==> config.mk <==
export PLATFORM = sky130hd
export DESIGN_NAME = board_move_collector
export DESIGN_NICKNAME = d
export VERILOG_FILES = /design/src/rtl/chess_move_pkg.sv /design/src/rtl/move_unpacker.sv /design/src/rtl/board_move_collector.sv
export SDC_FILE = /design/constraint.sdc
export NUM_CORES = 1
export LEC_CHECK = 0
export ABC_AREA = 0
export BUFFER_PORTS_ARGS = -buffer_cell sky130_fd_sc_hd__buf_2
export CAP_MARGIN = 25
export CELL_PAD_IN_SITES_DETAIL_PLACEMENT = 0
export CELL_PAD_IN_SITES_GLOBAL_PLACEMENT = 1
export CORE_AREA = 2 2 493 495
export CTS_CLUSTER_SIZE = 10
export DETAILED_ROUTE_END_ITERATION = 8
export DIE_AREA = 0 0 495 497
export GPL_ROUTABILITY_DRIVEN = 0
export GPL_TIMING_DRIVEN = 0
export PLACE_DENSITY_LB_ADDON = 0.12
export SLEW_MARGIN = 5
export SYNTH_ARGS = -nofsm -noshare
export SYNTH_HDL_FRONTEND = slang
export SYNTH_SLANG_ARGS = --single-unit
==> constraint.sdc <==
create_clock -name clk -period 4.1 [get_ports clk]
set_input_delay 0.82 -clock clk [delete_from_list [all_inputs] [get_ports clk]]
set_output_delay 0.82 -clock clk [all_outputs]
set_load 0.005 [all_outputs]
==> src/rtl/chess_move_pkg.sv <==
// Shared constants for the move collector: move field layout,
// word geometry and collector FSM encoding.
package chess_move_pkg;

    localparam int NCOLS  = 8;
    localparam int MOVE_W = 19;
    localparam int SLOTS  = 8;
    localparam int CNT_W  = 8;
    localparam int WORD_W = SLOTS * MOVE_W;

    localparam int INV    = 18;
    localparam int PROMO  = 17;
    localparam int PAWN   = 16;
    localparam int PAWN2  = 15;
    localparam int EP     = 14;
    localparam int CASTLE = 13;
    localparam int CAPT   = 12;

    localparam int FROM_HI = 11;
    localparam int FROM_LO = 6;
    localparam int TO_HI   = 5;
    localparam int TO_LO   = 0;

    typedef enum logic [2:0] {
        ST_SCAN,
        ST_WAIT,
        ST_CAPT,
        ST_EMIT,
        ST_DONE
    } state_t;

endpackage

==> src/rtl/move_unpacker.sv <==
// Holds one column word and streams its valid move slots, lowest
// slot first, on a valid/ready port; invalid slots cost no cycles.
module move_unpacker
    import chess_move_pkg::*;
(
    input  logic              clk,
    input  logic              reset,
    input  logic              load,
    input  logic [WORD_W-1:0] word_in,
    output logic [MOVE_W-1:0] move_out,
    output logic              move_valid,
    input  logic              move_ready,
    output logic              word_empty,
    output logic              move_last
);

    logic [WORD_W-1:0] word_q;
    logic [3:0]        slot_ptr;
    logic              found;
    logic              more;
    logic [2:0]        sel_idx;

    // slot_ptr == SLOTS marks the word as fully consumed
    always_ff @(posedge clk) begin
        if (!reset) begin
            word_q   <= '0;
            slot_ptr <= 4'(SLOTS);
        end else if (load) begin
            word_q   <= word_in;
            slot_ptr <= 4'd0;
        end else if (move_valid && move_ready) begin
            slot_ptr <= {1'b0, sel_idx} + 4'd1;
        end
    end

    always_comb begin
        found   = 1'b0;
        more    = 1'b0;
        sel_idx = 3'd0;
        for (int k = 0; k < SLOTS; k++) begin
            if (!word_q[k*MOVE_W+INV] && (4'(k) >= slot_ptr)) begin
                if (!found) begin
                    found   = 1'b1;
                    sel_idx = 3'(k);
                end else begin
                    more = 1'b1;
                end
            end
        end
    end

    assign move_out   = found ? word_q[sel_idx*MOVE_W +: MOVE_W] : '0;
    assign move_valid = found;
    assign word_empty = !found;
    assign move_last  = !more;

endmodule

==> src/rtl/board_move_collector.sv <==
// Round-robin drains the column move FIFOs into a single move stream.
// Optional CAPTURE_COUNT_EN adds a saturating capture-move counter.
module board_move_collector
    import chess_move_pkg::*;
(
    input  logic                    clk,
    input  logic                    reset,
    input  logic [NCOLS*WORD_W-1:0] col_fifo_out,
    input  logic [NCOLS-1:0]        col_fifo_empty,
    input  logic [NCOLS-1:0]        col_done,
    output logic [NCOLS-1:0]        col_rden,
    output logic [MOVE_W-1:0]       move_out,
    output logic                    move_valid,
    input  logic                    move_ready,
    output logic [CNT_W-1:0]        move_count,
`ifdef CAPTURE_COUNT_EN
    output logic [CNT_W-1:0]        capture_count,
`endif
    output logic                    done
);

    state_t     state;
    state_t     state_nx;
    logic [2:0] rr_ptr;
    logic [2:0] cur_col;
    logic [2:0] scan_col;
    logic [2:0] idx;
    logic       scan_hit;
    logic       word_empty;
    logic       move_last;
    logic       accept;
    logic       emit_end;

    assign accept   = move_valid && move_ready;
    assign emit_end = word_empty || (accept && move_last);

    always_comb begin
        scan_hit = 1'b0;
        scan_col = 3'd0;
        idx      = 3'd0;
        for (int i = 0; i < NCOLS; i++) begin
            idx = rr_ptr + 3'(i);
            if (!scan_hit && !col_fifo_empty[idx]) begin
                scan_hit = 1'b1;
                scan_col = idx;
            end
        end
    end

    always_ff @(posedge clk) begin
        if (!reset) begin
            state <= ST_SCAN;
        end else begin
            state <= state_nx;
        end
    end

    always_comb begin
        state_nx = state;
        case (state)
            ST_SCAN: begin
                if (scan_hit) begin
                    state_nx = ST_WAIT;
                end else if (&col_done) begin
                    state_nx = ST_DONE;
                end
            end
            ST_WAIT: state_nx = ST_CAPT;
            ST_CAPT: state_nx = ST_EMIT;
            ST_EMIT: begin
                if (emit_end) begin
                    state_nx = ST_SCAN;
                end
            end
            ST_DONE: state_nx = ST_DONE;
            default: state_nx = ST_SCAN;
        endcase
    end

    always_comb begin
        col_rden = '0;
        if (reset && state == ST_SCAN && scan_hit) begin
            col_rden[scan_col] = 1'b1;
        end
        done = (state == ST_DONE);
    end

    always_ff @(posedge clk) begin
        if (!reset) begin
            rr_ptr     <= 3'd0;
            cur_col    <= 3'd0;
            move_count <= '0;
        end else begin
            if (state == ST_SCAN && scan_hit) begin
                cur_col <= scan_col;
            end
            if (state == ST_EMIT && emit_end) begin
                rr_ptr <= cur_col + 3'd1;
            end
            if (accept && move_count != '1) begin
                move_count <= move_count + 1'b1;
            end
        end
    end

`ifdef CAPTURE_COUNT_EN
    always_ff @(posedge clk) begin
        if (!reset) begin
            capture_count <= '0;
        end else if (accept && move_out[CAPT] && capture_count != '1) begin
            capture_count <= capture_count + 1'b1;
        end
    end
`endif

    move_unpacker u_unpack (
        .clk        (clk),
        .reset      (reset),
        .load       (state == ST_CAPT),
        .word_in    (col_fifo_out[cur_col*WORD_W +: WORD_W]),
        .move_out   (move_out),
        .move_valid (move_valid),
        .move_ready (move_ready),
        .word_empty (word_empty),
        .move_last  (move_last)
    );

endmodule

==> flow_metrics.py <==
metrics = {
    "worst_setup_path": {
        "arrival_ns": 3.71,
        "critical_path.top_delay_family": "simple AND/OR/NAND/NOR gates",
        "critPathLaunchType": "register",
        "required_ns": 3.28,
        "cp_max_fo": 7,
        "r2r-start": "cur_col[1]",
        "crit_path_max_incr_delay_ns": 0.57,
        "crit_path_end_kind": "primary output",
        "crit_start": "rr_ptr[0]",
        "path_cells": "buf_6 -> buf_12 -> clkinvlp_4 -> ha_4 -> buf_8 -> mux2_4 -> o22ai_2 -> or4_4 -> a21oi_4 -> a311oi_4 -> or4b_4 -> and4b_1 -> buf_2",
        "path_class": "reg2out",
        "cpMaxStageDelayCell": "or4b_4",
        "critical_path_buf_inv_count": 5,
    },
    "synthesis": {
        "seq_area_frac_synth": 0.2085,
        "yosys.area.top_type": "mux4_2",
        "yosysTopAreaCellShare": 0.4610,
        "synth_top_family_by_area": "multiplexers",
        "synthMuxAreaShare": 0.5745,
        "syn_inst": 1406,
        "syn_area_um2": 16610,
        "synth_top_flop_cell": "dfxtp_1",
        "synth_compound_area_frac": 0.09883,
        "syn-num-nets": 2646,
        "synth.distinct_cells": 73,
        "synth_seq_cells": 173,
        "synth-xor-area-share": 0.007232,
        "synth_edf_count": 0,
        "synth_area_leaders": "mux4_2 (46%), dfxtp_1 (21%), mux2i_1 (10%)",
        "postSynthAreaPerCell_um2": 11.81,
        "yosys.area_share.simple": 0.06976,
        "async_flop_share": 0,
        "synthAdderAreaFrac": 0.004369,
        "yosys_warnings": 0,
    },
    "sta": {
        "skew_ns": 0.01582,
        "fmax_mhz": 220.9,
        "timing.final.ws_setup_ns": -0.4264,
        "fin_crit_sh": 1.104,
        "maxSlewHeadroom": 0.2828,
        "slew_violations": 0,
        "period_minus_slack_ns": 4.526,
        "finalSetupViolCount": 8,
        "final-hold-violation-count": 0,
        "rsz0062_at_grt": "yes",
        "tightest_slew_ns": 1.046,
    },
    "final_layout": {
        "fillers": 27890,
        "drive_above_1_share": 0.6602,
        "final_util": 0.1208,
        "nets": 4008,
        "syn2layout_area_growth_pct": 74.62,
        "regArea_um2": 3486,
        "multiInputGateArea_um2": 12930,
    },
    "cts": {
        "htree_levels": 4,
        "clkTransAtPathRegs_ns": 0.07,
        "cts_tree": "yes",
        "clk_path_buf_depth": 2,
        "cts_made_buffers": 17,
        "root_buffer": "clkbuf_16",
        "clk_latency_ns": 0.52,
        "numClockSinks": 173,
        "holdBufCountCts": 0,
    },
    "die": {
        "fp.coreArea_um2": 240100,
        "start_util": 0.06918,
        "die-area_um2": 246000,
        "io_pins": 1272,
        "fp-row-count": 180,
        "die_h_um": 497,
        "die_w_um": 495,
    },
    "global_routing": {
        "antenna_found_initial": 218,
        "top_usage_layer": "met2",
        "grt_max_degree": 18,
        "grt.overflow.total": 0,
        "gr-usage-met1": 0.1857,
        "grt_pass1_wl_um": 233100,
        "grt_use_met2": 0.2576,
        "gr-usage-all-layers": 0.1472,
        "grt_pass1_vias": 20970,
        "grt_use_met3": 0.03648,
    },
    "place": {
        "dpl.hpwl_um": 172000,
        "numPortBuffers": 1270,
        "post-place-ws_ns": -1.024,
    },
    "power": {
        "p_leak_uw": 0.01077,
        "power_uw": 8243,
        "p_sw_uw": 3524,
        "p_comb_frac": 0.539,
        "power_frac_clock": 0.220,
        "seqPwrFrac": 0.241,
        "p_sw_frac": 0.4275,
        "p_int_uw": 4719,
        "power_density_nw_per_um2": 284.2,
        "vdd_drop_max_mv": 0.2452,
    },
    "flow_run": {
        "drv_cap": 0,
    },
    "outcome": {
        "outcome": "finished, violations left",
        "violations": "negative setup slack",
    },
    "route": {
        "drtAntennaViolNets": 0,
        "drt-total-wl_um": 187100,
        "remaining_drc_errors": 0,
        "wl_per_cell_um": 31.23,
        "drtIter0Drc": 948,
        "via_per_inst": 3.291,
        "vias": 19720,
        "drtPass1Iterations": 4,
    },
    "hold_path": {
        "min_from": "u_unpack.word_q[125]",
        "hp-class": "reg2reg",
    },
}
## through the flow
step / hold slack, ns / std cells / area [um2] / TNS [ns]
6_report: 0.4640 / 5991 / 29000 / -2.987
5_1_grt: 0.4854 / 5974 / 28960 / -4.244
4_1_cts: 0.4711 / 5953 / 28660 / -3.628
3_5_place_dp: 0.4496 / 5888 / 27390 / -26.28
3_3_place_gp: 0.4468 / 5861 / 26950 / -265.79
2_1_floorplan: 0.4179 / 1406 / 16610 / 0
## state kept, by name, summed over array words and instances (netlist names)
signal / count
cur_col: 3
u_unpack.slot_ptr: 4
move_count: 8
rr_ptr: 3
u_unpack.word_q: 152
state: 3
## metal layers
layer | vias up | share of wire
met2 | 1089 | 0.49
met5 | - | 0.0028
met1 | 9705 | 0.43
met4 | 86 | 0.012
met3 | 315 | 0.064
li1 | 8520 | -
## placed cells by master (no fill, tap or decap), types with 4 or more instances in the layout
cell type and instances:
mux2_2 8, diode_2 25, a211oi_4 4, clkbuf_16 17, and4b_1 4, nand3_1 12
a21oi_2 4, mux4_2 340, a21o_1 6, o22ai_1 6, or2_2 6, mux2i_2 4
a211oi_2 5, nor3_1 6, a21oi_1 15, xnor2_1 6, buf_2 1272, a211oi_1 7
buf_8 23, ha_1 4, inv_1 8, o211ai_1 9, mux2i_4 5, clkbuf_1 62
mux2i_1 164, and2_1 5, buf_6 16, nor2_1 20, buf_4 42, clkbuf_2 11
nand2b_1 5, inv_6 5, o22ai_2 4, buf_1 47, dfxtp_1 165, a22o_1 14
nand2_1 174, dfxtp_4 5, o21ai_0 159, buf_12 6
## cells by family (layout without fill, tap and decap cells)
group,Yosys count,count (layout)
XOR/XNOR,12,12
buffers and inverters,155,1529
flip-flops,173,173
multiplexers,526,526
AO/OA/AOI/OAI,272,273
other,1,26
AND/OR/NAND/NOR,261,261
adder cells (fa/ha/maj),6,6
## repair_timing
action | 4_1_cts | 5_1_grt
gates resized for setup | 106 | 33
pin swaps | 18 | 14
buffers inserted | 35 | 9
gates cloned | 1 | 0
endpoints found under the setup margin | 29 | 23
hold endpoints to repair | 0 | 0
## cell usage after synthesis (10+ instances only)
cell      number
clkbuf_1      80
o22ai_1       11
mux2i_1      171
nand3_1       12
nor2_1        22
mux4_2       340
nand2_1      175
dfxtp_1      173
a211oi_1      15
buf_1         54
inv_1         10
o21ai_0      159
a21oi_1       20
a22o_1        14
## worst min-delay path: stages (launching register included)
cell	delay, ns
dfxtp_1	0.34
nand2_1	0.04
o21ai_0	0.05
## area by class of cell
type / instances / area share
Antenna cell: 25 / 0.002157
Buffer: 139 / 0.02265
Clock buffer: 17 / 0.01467
Clock inverter: 15 / 0.006126
Inverter: 12 / 0.001812
Multi-Input combinational cell: 1079 / 0.4459
Sequential cell: 173 / 0.1202
Tap cell: 3185 / 0.1374
Timing Repair Buffer: 1346 / 0.2491
## final timing paths
| path | endpoint | slack, ns | cells after the start |
|---|---|---|---|
| worst min register to register | u_unpack.word_q[125] | 0.46 | 2 |
| worst max register to register | u_unpack.word_q[145] | 0.29 | 7 |
| worst min-delay path | u_unpack.word_q[125] | 0.46 | 2 |
| worst max-delay path | col_rden[5] | -0.43 | 13 |
## power groups by stage
stage / Combinational, uW / Sequential, uW / Clock, uW
2_1_floorplan: 2050 / 1900 / 0
3_3_place_gp: 4370 / 2020 / 0
3_5_place_dp: 4470 / 2020 / 0
4_1_cts: 4610 / 1990 / 1920
5_1_grt: 4830 / 2010 / 1960
6_report: 4440 / 1990 / 1820
Power figures use the tool's default switching activity.
